$ cat src/rtl/irq_sequencer_if.sv
// Handshake bundle between the interrupt sequencer and the control unit.
// The control-unit side (master) drives the request/stack inputs; the
// sequencer (slave) drives the interrupt pulses and status outputs.
interface irq_sequencer_if #(
  parameter int unsigned DEPTH_W = 3
);
  logic               irq_ext;
  logic               timer_tick;
  logic               sub_call;
  logic               sub_ret;
  logic               mask_we;
  logic [1:0]         mask_din;
  logic               interrupcion;
  logic               clock_out;
  logic               busy;
  logic [1:0]         pending;
  logic [DEPTH_W-1:0] depth;
  logic               depth_err;

  modport master (
    output irq_ext, timer_tick, sub_call, sub_ret, mask_we, mask_din,
    input  interrupcion, clock_out, busy, pending, depth, depth_err
  );

  modport slave (
    input  irq_ext, timer_tick, sub_call, sub_ret, mask_we, mask_din,
    output interrupcion, clock_out, busy, pending, depth, depth_err
  );
endinterface

$ cat src/rtl/irq_sequencer.sv
// Interrupt sequencer: synchronizes the external pin, latches masked
// requests as pending, issues them one at a time as single-cycle pulses and
// holds off further requests until the service routine's own final return.
module irq_sequencer #(
  parameter int unsigned DEPTH_W  = 3,
  parameter logic [1:0]  MASK_RST = 2'b00
) (
  input  logic           clk,
  input  logic           reset,
  irq_sequencer_if.slave bus
);

  typedef enum logic [1:0] {
    IDLE    = 2'd0,
    ISSUE   = 2'd1,
    SERVICE = 2'd2
  } state_t;

  localparam logic [DEPTH_W-1:0] DEPTH_MAX = '1;

  state_t             state_q, state_d;
  logic               src_ext_q, src_ext_d;
  logic [1:0]         pending_q, pending_d;
  logic [1:0]         mask_q, mask_d;
  logic [DEPTH_W-1:0] depth_q, depth_d;
  logic               derr_q, derr_d;
  logic               intr_q, intr_d;
  logic               clk_out_q, clk_out_d;
  logic               busy_q, busy_d;

  logic               sync1_q, sync2_q, hist_q;
  logic [2:0]         vld_q;
  logic               ext_edge;
  logic [1:0]         set_vec;
  logic [1:0]         clr_vec;

  // Two-flop synchronizer plus history flop; vld_q tracks which stages hold
  // real post-reset pin samples so a level held across reset is not an edge.
  always_ff @(posedge clk) begin
    if (reset) begin
      sync1_q <= 1'b0;
      sync2_q <= 1'b0;
      hist_q  <= 1'b0;
      vld_q   <= '0;
    end else begin
      sync1_q <= bus.irq_ext;
      sync2_q <= sync1_q;
      hist_q  <= sync2_q;
      vld_q   <= {vld_q[1:0], 1'b1};
    end
  end

  assign ext_edge = sync2_q & ~hist_q & vld_q[2];
  // Events are filtered by the mask as it stood before any same-cycle write.
  assign set_vec  = {ext_edge & mask_q[1], bus.timer_tick & mask_q[0]};

  // Next-state: sequencing FSM, pending latch, depth tracking and pulse outputs.
  always_comb begin
    state_d   = state_q;
    src_ext_d = src_ext_q;
    clr_vec   = '0;
    depth_d   = depth_q;
    derr_d    = derr_q;
    mask_d    = bus.mask_we ? bus.mask_din : mask_q;

    unique case (state_q)
      IDLE: begin
        if (pending_q != '0) begin
          state_d = ISSUE;
          if (pending_q[1]) begin
            src_ext_d = 1'b1;
            clr_vec   = 2'b10;
          end else begin
            src_ext_d = 1'b0;
            clr_vec   = 2'b01;
          end
        end
      end
      ISSUE: begin
        state_d = SERVICE;
      end
      SERVICE: begin
        if (bus.sub_call && !bus.sub_ret) begin
          if (depth_q == DEPTH_MAX) begin
            derr_d = 1'b1;
          end else begin
            depth_d = depth_q + DEPTH_W'(1);
          end
        end else if (bus.sub_ret && !bus.sub_call) begin
          if (depth_q != '0) begin
            depth_d = depth_q - DEPTH_W'(1);
          end else begin
            state_d = IDLE;
          end
        end
      end
      default: begin
        state_d = IDLE;
      end
    endcase

    // Set is applied after clear so a same-cycle event wins.
    pending_d = (pending_q & ~clr_vec) | set_vec;

    intr_d    = (state_d == ISSUE) &&  src_ext_d;
    clk_out_d = (state_d == ISSUE) && !src_ext_d;
    busy_d    = (state_d == SERVICE);
  end

  // State and registered-output update.
  always_ff @(posedge clk) begin
    if (reset) begin
      state_q   <= IDLE;
      src_ext_q <= 1'b0;
      pending_q <= '0;
      mask_q    <= MASK_RST;
      depth_q   <= '0;
      derr_q    <= 1'b0;
      intr_q    <= 1'b0;
      clk_out_q <= 1'b0;
      busy_q    <= 1'b0;
    end else begin
      state_q   <= state_d;
      src_ext_q <= src_ext_d;
      pending_q <= pending_d;
      mask_q    <= mask_d;
      depth_q   <= depth_d;
      derr_q    <= derr_d;
      intr_q    <= intr_d;
      clk_out_q <= clk_out_d;
      busy_q    <= busy_d;
    end
  end

  assign bus.interrupcion = intr_q;
  assign bus.clock_out    = clk_out_q;
  assign bus.busy         = busy_q;
  assign bus.pending      = pending_q;
  assign bus.depth        = depth_q;
  assign bus.depth_err    = derr_q;

endmodule

$ cat src/flat_wrapper.sv
// flat-port wrapper written by rule: the top's interface ports become plain ports
module irq_sequencer_flat 
#(
  parameter int unsigned DEPTH_W  = 3,
  parameter logic [1:0]  MASK_RST = 2'b00
)
  (clk, reset, bus_irq_ext, bus_timer_tick, bus_sub_call, bus_sub_ret, bus_mask_we, bus_mask_din, bus_interrupcion, bus_clock_out, bus_busy, bus_pending, bus_depth, bus_depth_err);
  irq_sequencer_if #(.DEPTH_W(DEPTH_W)) bus_i ();
  input  logic clk;
  input  logic reset;
  input wire logic [$bits(bus_i.irq_ext)-1:0] bus_irq_ext;
  input wire logic [$bits(bus_i.timer_tick)-1:0] bus_timer_tick;
  input wire logic [$bits(bus_i.sub_call)-1:0] bus_sub_call;
  input wire logic [$bits(bus_i.sub_ret)-1:0] bus_sub_ret;
  input wire logic [$bits(bus_i.mask_we)-1:0] bus_mask_we;
  input wire logic [$bits(bus_i.mask_din)-1:0] bus_mask_din;
  output wire logic [$bits(bus_i.interrupcion)-1:0] bus_interrupcion;
  output wire logic [$bits(bus_i.clock_out)-1:0] bus_clock_out;
  output wire logic [$bits(bus_i.busy)-1:0] bus_busy;
  output wire logic [$bits(bus_i.pending)-1:0] bus_pending;
  output wire logic [$bits(bus_i.depth)-1:0] bus_depth;
  output wire logic [$bits(bus_i.depth_err)-1:0] bus_depth_err;
  assign bus_i.irq_ext = bus_irq_ext;
  assign bus_i.timer_tick = bus_timer_tick;
  assign bus_i.sub_call = bus_sub_call;
  assign bus_i.sub_ret = bus_sub_ret;
  assign bus_i.mask_we = bus_mask_we;
  assign bus_i.mask_din = bus_mask_din;
  assign bus_interrupcion = bus_i.interrupcion;
  assign bus_clock_out = bus_i.clock_out;
  assign bus_busy = bus_i.busy;
  assign bus_pending = bus_i.pending;
  assign bus_depth = bus_i.depth;
  assign bus_depth_err = bus_i.depth_err;
  irq_sequencer #(.DEPTH_W(DEPTH_W), .MASK_RST(MASK_RST)) u_core (.clk(clk), .reset(reset), .bus(bus_i));
endmodule
$ cat config.mk
export PLATFORM = sky130hd
export DESIGN_NAME = irq_sequencer_flat
export DESIGN_NICKNAME = d
export VERILOG_FILES = /design/src/rtl/irq_sequencer_if.sv /design/src/rtl/irq_sequencer.sv /design/src/flat_wrapper.sv
export SDC_FILE = /design/constraint.sdc
export NUM_CORES = 1
export LEC_CHECK = 0
export ABC_AREA = 1
export CAP_MARGIN = 10
export CORE_MARGIN = 1.5
export CORE_UTILIZATION = 35
export DETAILED_ROUTE_END_ITERATION = 8
export GPL_TIMING_DRIVEN = 0
export PLACE_DENSITY = 0.63
export SLEW_MARGIN = 40
export SYNTH_ARGS = -nofsm -noshare
export SYNTH_HDL_FRONTEND = slang
export SYNTH_SLANG_ARGS = --single-unit
$ cat constraint.sdc
create_clock -name clk -period 1.2 [get_ports clk]
set_clock_uncertainty 0.05 [all_clocks]
set_input_delay 0.24 -clock clk [delete_from_list [all_inputs] [get_ports clk]]
set_output_delay 0.24 -clock clk [all_outputs]
set_load 0.01 [all_outputs]
* After elaboration in Yosys (flattened, before gate mapping)
Cells that the tools add are included.
** Operators by class
- Add/subtract/negate cells :: 2
- Eq/ne operators :: 6
- Mux-type cells :: 16
- Bitwise logic cells :: 8
- Reductions and logical operators :: 14
** Operators by type and width (count)
- $mux 2 :: 7
- $mux 3 :: 4
- $pmux 2 s3 :: 1
- $reduce_bool 2->1 :: 3
- $and 1x1->1 :: 4
- $eq 2x1->1 const B :: 2
- $eq 2x2->1 const B :: 2
- $logic_and 1x1->1 :: 4
- $mux 1 :: 4
- $reduce_and 4->1 :: 1
- $add 3x1->3 const B :: 1
- $eq 3x3->1 const B :: 1
- $logic_not 1->1 :: 3
- $reduce_and 3->1 :: 1
- $reduce_bool 3->1 :: 1
- $sub 3x1->3 const B :: 1
- $and 2x2->2 :: 1
- $logic_not 2->1 :: 1
- $ne 2x2->1 const B :: 1
- $not 2->2 :: 1
- $or 2x2->2 :: 1
- $not 1->1 :: 1
** Word-level totals
- Register bits :: 20
- Input port bits :: 9
- Output and inout bits :: 9
- Logic and storage cells :: 60

* Depth between registers and ports, before layout
Gate-level depths: netlist of run 1.
- Word-level depth :: 7
- Gate-level depth with buffers :: 9
- Depth with buffers taken out :: 9

* Worst setup path after synthesis of run 1
No wires, ideal clock.
- Path kind :: reg-to-reg
- Start point :: register u_core.depth_q[0], in the netlist u_core.bus.depth[0]
- End point :: register u_core.depth_q[2], in the netlist u_core.bus.depth[2]
- Library setup time :: 0.068 ns
- Arrival :: 1.166 ns
- Data required time :: 1.082 ns
- Slack :: -0.084 ns
- Cell stages (with the launch flop) :: 6
- Path buffers :: 0
- Period minus slack after synthesis :: 1.284 ns
- Cell sequence :: dfxtp_1 fa_1 nand3b_1 nand2_1 nand2_1 a21oi_2
** Between the ends
- Longest elaborated chain between the ends :: 4
- Elaborated cells on any way between the ends :: 11
- Classes of those cells :: add/sub (2); eq/ne (2); mux (4); reduce/logical (3)
** RTL lines
- from (decl) :: RTL line irq_sequencer.sv:25 : logic [DEPTH_W-1:0] depth_q, depth_d;
- from (signal assigned) :: RTL line irq_sequencer.sv:127 : depth_q <= depth_d;
- $sub 3x1->3 :: RTL line irq_sequencer.sv:91 : depth_d = depth_q - DEPTH_W'(1);
- $mux 3 :: RTL line irq_sequencer.sv:90 : if (depth_q != '0) begin
- $mux 3 :: RTL line irq_sequencer.sv:89 : end else if (bus.sub_ret && !bus.sub_call) begin
- $mux 3 :: RTL line irq_sequencer.sv:83 : if (bus.sub_call && !bus.sub_ret) begin
Parallel ways exist; a longest one is shown, timed or not. The select of a mux whose other input is x is not followed.
A chain may end at the register's enable or synchronous reset.

* Worst setup path after layout of run 1
- Start point :: register u_core.depth_q[2], in the netlist u_core.bus.depth[2]
- End point :: output bus_depth[2]
** RTL lines
- to (decl) :: RTL line flat_wrapper.sv:21 : output wire logic [$bits(bus_i.depth)-1:0] bus_depth;
No word-level cell between the ends.

==> results.tsv, run 1 <==
stage	metric	value	unit
worst_setup_path	worst_ep_required_time	0.91	ns
clock_tree	hold_buffers	0	
power	p_total	1.17	mW
drt	ant_nets	0	
sta	max_freq	811	MHz
worst_setup_path	path_class	flop to output pin	
worst_setup_path	cp_slowest_cell	dfxtp_2	
die	die_width	50.5	um
logic_synthesis	synthArstFlopShare	0	%
clock_tree	clkLatencyLatePin	0.30	ns
placement	io_buffer_count	17	
placement	pre_cts_ws	-0.614	ns
finish	diodes	0	
clock_tree	ctsLongestPathBuffers	2	
logic_synthesis	ys_seq_elements	20	
logic_synthesis	ys_warn_count	0	
grt	grt_busiest_layer	met2	
worst_setup_path	crit_buf_inv	1	
logic_synthesis	synthCells	99	
hold_path	hp-class	input port to flop	
grt	grt_pass1_vias	559	
grt	use_met2	20.0	%
flow_run	drv_cap	0	
worst_setup_path	crit_family	flip-flops	
logic_synthesis	yosys_most_used_dff	dfxtp_1	
finish	fillers	221	
drt	vias_per_cell	4.35	
drt	drc	0	
drt	drt_wl_total	1.40	mm
sta	setup_slack	-0.0327	ns
power	irDropWorstVdd	725	uV
grt	grt_start_max_net_pins	12	
logic_synthesis	yosysMostFrequentCell	dfxtp_1	
die	start_util	36.4	%
worst_setup_path	path_cells	clkdlybuf4s15_1	
sta	setup_viol	2	
run_status	failed_checks	negative setup slack	
finish	seq_area	412	um^2
power	powerDensity	1110	nW/um^2
die	rows	17	
sta	rsz0062_at_grt	true	
finish	multi_input_area	332	um^2
sta	slew_headroom	84.2	%
drt	drtIter0Drc	4	
sta	drv_slew	0	
sta	post-route-min-period	1.23	ns
die	fp.dieArea	2550	um^2
logic_synthesis	synth.avg_cell_area	7.97	um^2
logic_synthesis	yosys-top-cells-count	dfxtp_1, nor2_1, inv_1, nand2_1, o21ai_0	
grt	track_usage	11.8	%
finish	drive_gt1_share	24.4	%
die	core_region_area	2170	um^2
die	io_pins	18	
worst_setup_path	slowest_delay	0.39	ns
sta	hold_viol_final	0	
grt	antenna_found_initial	0	
logic_synthesis	synth_area_leaders	dfxtp_1, nor2_1, inv_1	
clock_tree	cts_sinks	20	
worst_setup_path	cp-end-kind	output pin	
grt	grt_pass1_wl	2.26	mm
logic_synthesis	synth_area	790	um^2
logic_synthesis	syn_nets	109	
placement	place_area	1000	um^2
finish	stdcell_area	1050	um^2
worst_setup_path	cp-start-kind	flop	
logic_synthesis	yosysTopAreaCellShare	50.7	%
sta	finalCritPeriodShare	103	%
finish	syn_to_final_growth	32.8	%
grt	grtUsageMet1	13.5	%
clock_tree	cts_buffers	3	
finish	nets	134	
sta	worst_slew_pin_slew	0.238	ns
drt	wl_per_cell	9.28	um
clock_tree	htree_num_levels	1	
drt	vias	657	
die	die_height	50.5	um
sta	setup_tns	-0.0653	ns
placement	globalplace.congestion	0.775	
run_status	status	complete, but fails checks	
clock_tree	cts_tree	done	
clock_tree	cts_root_buf	clkbuf_4	
worst_setup_path	crit_arrival	0.94	ns
sta	hold_slack	0.345	ns
logic_synthesis	yosysUniqueCellTypes	20	
grt	use_met3	4.46	%
clock_tree	clk_pin_slew	0.11	ns
placement	dp_hpwl	987	um
drt	drtPass1Iterations	6	
power	leakage	0.461	nW
logic_synthesis	synth_edf_count	0	
logic_synthesis	ys_seq_area_share	50.7	%
grt	grt-ovfl-total	0	
logic_synthesis	synth_top_area_cell	dfxtp_1	
worst_setup_path	path_max_fanout	6	
routing by layer:
| layer | share of wire, % | vias to the layer above |
|---|---|---|
| li1 | - | 358 |
| met3 | 4.1 | 2 |
| met2 | 49 | 10 |
| met5 | 0 | - |
| met4 | 0.71 | 0 |
| met1 | 46 | 287 |
sequential cells by signal (all words and copies together), names as in the netlist:
register / flops
u_core.bus.busy: 1
u_core.bus.clock_out: 1
u_core.bus.depth: 3
u_core.bus.depth_err: 1
u_core.bus.interrupcion: 1
u_core.bus.pending: 2
u_core.hist_q: 1
u_core.mask_q: 2
u_core.src_ext_q: 1
u_core.state_q: 2
u_core.sync1_q: 1
u_core.sync2_q: 1
u_core.vld_q: 3
path summary, 6_finish.rpt:
path,startpoint,end,slack (ns),cells after the start
max,u_core.bus.depth[2],bus_depth[2],-0.03,1
min,bus_sub_ret,u_core.bus.depth_err,0.35,4
max reg2reg,u_core.bus.depth[1],u_core.bus.depth[2],-0.03,5
min reg2reg,u_core.sync1_q,u_core.sync2_q,0.36,2
kinds of logic (layout without fill, tap and decap cells):
kind of cell | count (synthesis) | in the layout | synth area share [%]
AO/OA/AOI/OAI | 14 | 14 | 10.1
adder cells (fa/ha/maj) | 1 | 1 | 2.54
buffers and inverters | 18 | 42 | 8.56
flip-flops | 20 | 20 | 50.7
AND/OR/NAND/NOR | 46 | 46 | 28.0
placed cells by master (no fill, tap or decap), types with 2 or more instances in the layout:
cell type | synthesis | final
a21oi_1 | 5 | 5
buf_2 | 0 | 2
buf_4 | 0 | 3
clkbuf_2 | 0 | 4
clkbuf_4 | 0 | 3
clkdlybuf4s15_1 | 0 | 4
clkdlybuf4s50_1 | 0 | 6
dfxtp_1 | 20 | 15
dfxtp_2 | 0 | 3
dfxtp_4 | 0 | 2
dlygate4sd2_1 | 0 | 2
inv_1 | 16 | 16
nand2_1 | 14 | 13
nand2_2 | 2 | 3
nand3_1 | 3 | 3
nand3b_1 | 3 | 3
nor2_1 | 18 | 16
nor2_2 | 1 | 3
nor2_4 | 2 | 2
o21ai_0 | 6 | 4
o21ai_1 | 0 | 2
cell type report:
cell class              instances  area share, %
plain buffers                   1          0.477
flip-flops and latches         20           39.3
clock buffers                   4           3.46
well taps                      28           3.34
multi-input cells              61           31.6
repair buffers                 20           15.8
inverters                      17           6.09
per-stage QoR:
step	std cells	util [%]
3_5_place_dp	144	46.2
3_3_place_gp	144	46.2
4_1_cts	151	48.8
2_1_floorplan	99	-
6_report	151	48.3
5_1_grt	151	48.3
worst register-to-register path, cell delays in order (launching register included):
cell and delay [ns]:
dfxtp_4 0.37, fa_2 0.38, nand3b_1 0.16, nand2_1 0.06
nand2_1 0.06, a21oi_2 0.10
repair_timing:
action                                  CTS  global route
pin swaps                                 2             0
gates resized for setup                  26            11
endpoints found under the setup margin   16            14
buffers inserted                          3             0
power by group:
group          switching [mW]  internal [mW]
Clock                   0.200          0.185
Sequential            0.00850          0.678
Combinational          0.0517         0.0449
No activity file was read; power rests on OpenSTA's default activity.
==> run 2, diff against run 1 <==
--- a/config.mk
+++ b/config.mk
@@ -8,5 +8,4 @@
 export ABC_AREA = 1
 export CAP_MARGIN = 10
-export CORE_MARGIN = 1.5
 export CORE_UTILIZATION = 35
 export DETAILED_ROUTE_END_ITERATION = 8
==> constraint.sdc (replaced) <==
create_clock -name clk -period 1.2 [get_ports clk]
set_clock_uncertainty 0.05 [all_clocks]
set_input_delay 0.12 -clock clk [delete_from_list [all_inputs] [get_ports clk]]
set_output_delay 0.12 -clock clk [all_outputs]
set_load 0.01 [all_outputs]
==> run 2 against run 1 <==
  * The flow still finishes with violations (negative setup slack)
  * Combinational power decreased by 1%
  * Worst hold slack got worse by 0.12 ns
  * Clock power about the same
  * Sequential power about the same
  * Fmax increased by 1.7%
  * Cell count decreased by 0.66%
  * Global-route usage increased by 1.4 points
  * Via count unchanged
  * Non-clock buffer count unchanged
  * Count of clock-buffer cells in the layout unchanged
  * Register-to-register slack improved by 0.02 ns
  * Critical endpoint is now u_core.bus.depth[2]
  * Largest power group unchanged
==> results.tsv, run 2 (synthesis gave the netlist of run 1 again) <==
stage	metric	value	unit
grt	grt-ovfl-total	0	
drt	wl_per_cell	8.89	um
power	irDropWorstVdd	940	uV
finish	diodes	0	
placement	dp_hpwl	1.02	mm
sta	max_freq	825	MHz
grt	track_usage	13.2	%
clock_tree	clkLatencyLatePin	0.30	ns
worst_setup_path	path_class	flop to flop	
finish	final_cell_mix	dfxtp_1, inv_1, nor2_1	
finish	mostFrequentLayoutCell	dfxtp_1	
worst_setup_path	cp-end-kind	flop	
worst_setup_path	worst_ep_required_time	1.38	ns
clock_tree	cts_sinks	20	
die	die_width	49.5	um
sta	hold_viol_final	0	
placement	place_area	1000	um^2
hold_path	holdPathStages	4	
drt	drtIter0Drc	10	
placement	globalplace.congestion	0.776	
placement	io_buffer_count	17	
clock_tree	hold_buffers	0	
clock_tree	cts_tree	done	
power	leakage	0.485	nW
run_status	failed_checks	negative setup slack	
sta	finalCritPeriodShare	101	%
finish	drive_gt1_share	19.5	%
run_status	status	complete, but fails checks	
grt	grt_pass1_wl	2.48	mm
worst_setup_path	crit_arrival	1.39	ns
sta	drv_slew	0	
drt	drtPass1Iterations	4	
grt	grt_pass1_vias	607	
grt	antenna_found_initial	0	
drt	vias_per_cell	4.38	
flow_run	drv_cap	0	
clock_tree	cts_root_buf	clkbuf_4	
die	die_height	49.5	um
sta	hold_slack	0.228	ns
clock_tree	ctsLongestPathBuffers	2	
drt	vias	657	
clock_tree	clk_pin_slew	0.11	ns
worst_setup_path	cp-start-kind	flop	
clock_tree	cts_buffers	3	
finish	syn_to_final_growth	34.5	%
drt	drt_wl_total	1.33	mm
sta	rsz0062_at_grt	true	
placement	pre_cts_ws	-0.466	ns
finish	stdcell_area	1060	um^2
sta	slew_headroom	69.4	%
power	powerDensity	1100	nW/um^2
grt	grt_start_max_net_pins	12	
sta	setup_slack	-0.0123	ns
worst_setup_path	path_max_fanout	3	
finish	fillers	214	
die	fp.dieArea	2450	um^2
finish	nets	134	
die	core_region_area	2040	um^2
hold_path	hp-class	input port to flop	
die	rows	16	
drt	drc	0	
sta	worst_slew_pin_slew	0.459	ns
sta	post-route-min-period	1.21	ns
worst_setup_path	ff2ff_path_depth	5	
sta	setup_viol	1	
drt	ant_nets	0	
clock_tree	htree_num_levels	1	
die	start_util	38.7	%
die	io_pins	18	
[run 2: cell types whose count changed in the layout (fill, tap and decap cells not counted), sizes merged]
cell,previous run,this run
buf,5,3
clkbuf,8,6
clkdlybuf4s15,4,0
dlygate4sd2,2,10
[run 2: what timing repair did]
action | CTS | global route
pin swaps | 2 | 1
setup buffers | 1 | 2
gates cloned | 0 | 0
gates resized for setup | 16 | 6
endpoints found under the setup margin | 11 | 7
[run 2: layer usage]
metal / GRT usage [%] / vias up / part of all wire, %
met5: 0 / - / 0
met1: 16.3 / 285 / 49
met3: 5.56 / 0 / 5.1
li1: - / 358 / -
met2: 21.9 / 14 / 46
met4: 1.43 / 0 / 0
[run 2: path summary, 6_finish.rpt]
| kind | from | end | slack, ns |
|---|---|---|---|
| worst min-delay path | bus_sub_ret | u_core.bus.depth_err | 0.23 |
| worst max register to register | u_core.bus.depth[1] | u_core.bus.depth[2] | -0.01 |
| worst max-delay path | u_core.bus.depth[1] | u_core.bus.depth[2] | -0.01 |
| worst min register to register | u_core.vld_q[0] | u_core.vld_q[1] | 0.36 |
[run 2: through the flow]
step	setup TNS, ns	std cells	power [mW]	utilization [%]
finish	-0.0123	150	1.17	52.0
floorplan	-0.00237	99	0.753	-
CTS	-0.0313	148	1.18	50.8
global route	-0.145	150	1.22	52.0
detailed placement	-2.74	143	0.801	49.0
global placement	-2.62	143	0.799	49.0
[run 2: worst max-delay path, stage by stage, from the launching register on]
cell	delay (ns)
dfxtp_4	0.37
fa_2	0.35
nand3b_1	0.16
nand2_1	0.06
nand2_1	0.06
a21oi_2	0.11
[run 2: power breakdown]
part	internal, mW	total, mW	switching (mW)
clock	0.185	0.385	0.200
sequential	0.678	0.686	0.00835
combinational	0.0446	0.0954	0.0508
total	0.907	1.17	0.260
[run 2: area by class of cell]
| type | count | area (um^2) | share of cell area (%) |
|---|---|---|---|
| sequential | 20 | 409 | 38.5 |
| timing repair buffer | 20 | 179 | 16.8 |
| tap | 27 | 33.8 | 3.18 |
| multi-input combinational | 61 | 337 | 31.7 |
| inverter | 17 | 63.8 | 6.01 |
| clock buffer | 4 | 36.3 | 3.42 |
| buffer | 1 | 3.75 | 0.353 |
==> run 3, diff against run 2 <==
CORE_MARGIN = 2   (was default)
clock period = 1 ns   (was 1.2 ns; I/O delays follow)
==> run 3 against run 2 <==
  * The flow still finishes with violations (negative setup slack)
  * Sequential power is 20% higher
  * Sequential cell count stayed put
  * Worst setup slack worse by 0.20 ns
  * Utilization is 1.7 points lower
  * Cell count is 1.3% higher
  * Largest cell class unchanged
  * Clock power is 20% higher
  * Critical path type unchanged
  * Combinational power is 34% higher
==> results.tsv, run 3 (synthesis gave the netlist of run 1 again) <==
stage	metric	value	unit
run_status	status	complete, but fails checks	
run_status	failed_checks	negative setup slack	
worst_setup_path	cp-end-kind	flop	
worst_setup_path	crit_arrival	1.40	ns
finish	seq_area	420	um^2
drt	vias_per_cell	4.50	
clock_tree	cts_root_buf	clkbuf_4	
drt	drc	0	
drt	drtPass1Iterations	3	
placement	pre_cts_ws	-0.688	ns
die	die_width	51.5	um
power	powerDensity	1290	nW/um^2
clock_tree	cts_tree	done	
sta	setup_viol	6	
sta	hold_slack	0.215	ns
sta	slew_headroom	84.8	%
drt	ant_nets	0	
drt	drt_wl_total	1.44	mm
finish	diodes	0	
sta	setup_tns	-0.728	ns
clock_tree	htree_num_levels	1	
power	p_total	1.41	mW
clock_tree	cts_sinks	20	
die	die_height	51.5	um
die	fp.dieArea	2650	um^2
clock_tree	hold_buffers	0	
worst_setup_path	cp_slowest_cell	dfxtp_4	
finish	mostFrequentLayoutCell	nor2_1	
sta	hold_viol_final	0	
sta	drv_slew	0	
worst_setup_path	path_class	flop to flop	
grt	grt_pass1_vias	607	
die	core_region_area	2170	um^2
finish	multi_input_area	352	um^2
worst_setup_path	worst_ep_required_time	1.19	ns
sta	rsz0062_at_grt	true	
drt	drtIter0Drc	9	
finish	nets	135	
flow_run	drv_cap	0	
sta	max_freq	827	MHz
finish	drive_gt1_share	35.5	%
drt	vias	684	
placement	io_buffer_count	17	
die	rows	17	
worst_setup_path	slowest_delay	0.37	ns
grt	grt_pass1_wl	2.46	mm
power	leakage	0.480	nW
placement	dp_hpwl	1.05	mm
worst_setup_path	path_cells	fa_2 -> nand3b_1 -> nand2_1 -> nand2_1 -> a21oi_2	
worst_setup_path	cp-start-kind	flop	
finish	final_util	50.3	%
clock_tree	clkLatencyLatePin	0.30	ns
sta	worst_slew_pin_slew	0.227	ns
grt	antenna_found_initial	0	
finish	final_cell_mix	nor2_1, inv_1, nand2_1, dfxtp_1, clkdlybuf4s50_1	
clock_tree	cts_buffers	3	
sta	post-route-min-period	1.21	ns
finish	fillers	222	
finish	syn_to_final_growth	38.2	%
hold_path	hp-class	input port to flop	
die	start_util	36.4	%
grt	grt_start_max_net_pins	12	
placement	globalplace.congestion	0.776	
die	io_pins	18	
grt	grt-ovfl-total	0	
sta	finalCritPeriodShare	121	%
grt	track_usage	12.6	%
worst_setup_path	cp_common_cell	nand2_1	
sta	setup_slack	-0.210	ns
worst_setup_path	path_max_fanout	3	
clock_tree	ctsLongestPathBuffers	2	
clock_tree	clk_pin_slew	0.11	ns
power	irDropWorstVdd	964	uV
drt	wl_per_cell	9.48	um
## run 3: cell type report
type / instances / area share [%]
multi-input cells: 61 / 32.2
flip-flops and latches: 20 / 38.5
plain buffers: 1 / 0.459
inverters: 17 / 6.08
clock buffers: 4 / 3.33
repair buffers: 21 / 16.2
well taps: 28 / 3.21
## run 3: stage by stage
step           instance area (um^2)  instances
6_report                       1090        152
5_1_grt                        1090        152
4_1_cts                        1060        151
3_5_place_dp                   1000        144
3_3_place_gp                   1000        144
2_1_floorplan                   800         99
## run 3: worst paths after layout
check	startpoint	end	slack, ns	depth (start not counted)
worst max register to register	u_core.bus.depth[1]	u_core.bus.depth[2]	-0.21	5
worst min-delay path	bus_sub_ret	u_core.bus.depth_err	0.21	4
worst max-delay path	u_core.bus.depth[1]	u_core.bus.depth[2]	-0.21	5
worst min register to register	u_core.sync1_q	u_core.sync2_q	0.36	2
## run 3: where the power goes
group | internal, mW | switching (mW)
combinational | 0.0612 | 0.0672
sequential | 0.809 | 0.0112
clock | 0.222 | 0.239
total | 1.09 | 0.317
## run 3: layer usage
metal / vias to the layer above / share of wire (%) / track usage, %
met2: 8 / 48 / 20.3
met5: - / 0 / 0
li1: 358 / - / -
met1: 316 / 46 / 15.4
met4: 0 / 1.5 / 3.95
met3: 2 / 3.8 / 5.17
## run 3: repair_timing
| item | CTS | global route |
|---|---|---|
| resized for setup | 46 | 16 |
| endpoints found under the hold margin | 0 | 0 |
| setup endpoints to repair | 24 | 15 |
| pin swaps | 4 | 6 |
| buffers inserted | 3 | 1 |
## run 3: critical path, delay by kind of cell, from the launching register on
| family | cells | cell delay [ns] |
|---|---|---|
| compound gates | 1 | 0.10 |
| fa+ha+maj | 1 | 0.35 |
| flops | 1 | 0.37 |
| simple gates | 3 | 0.28 |
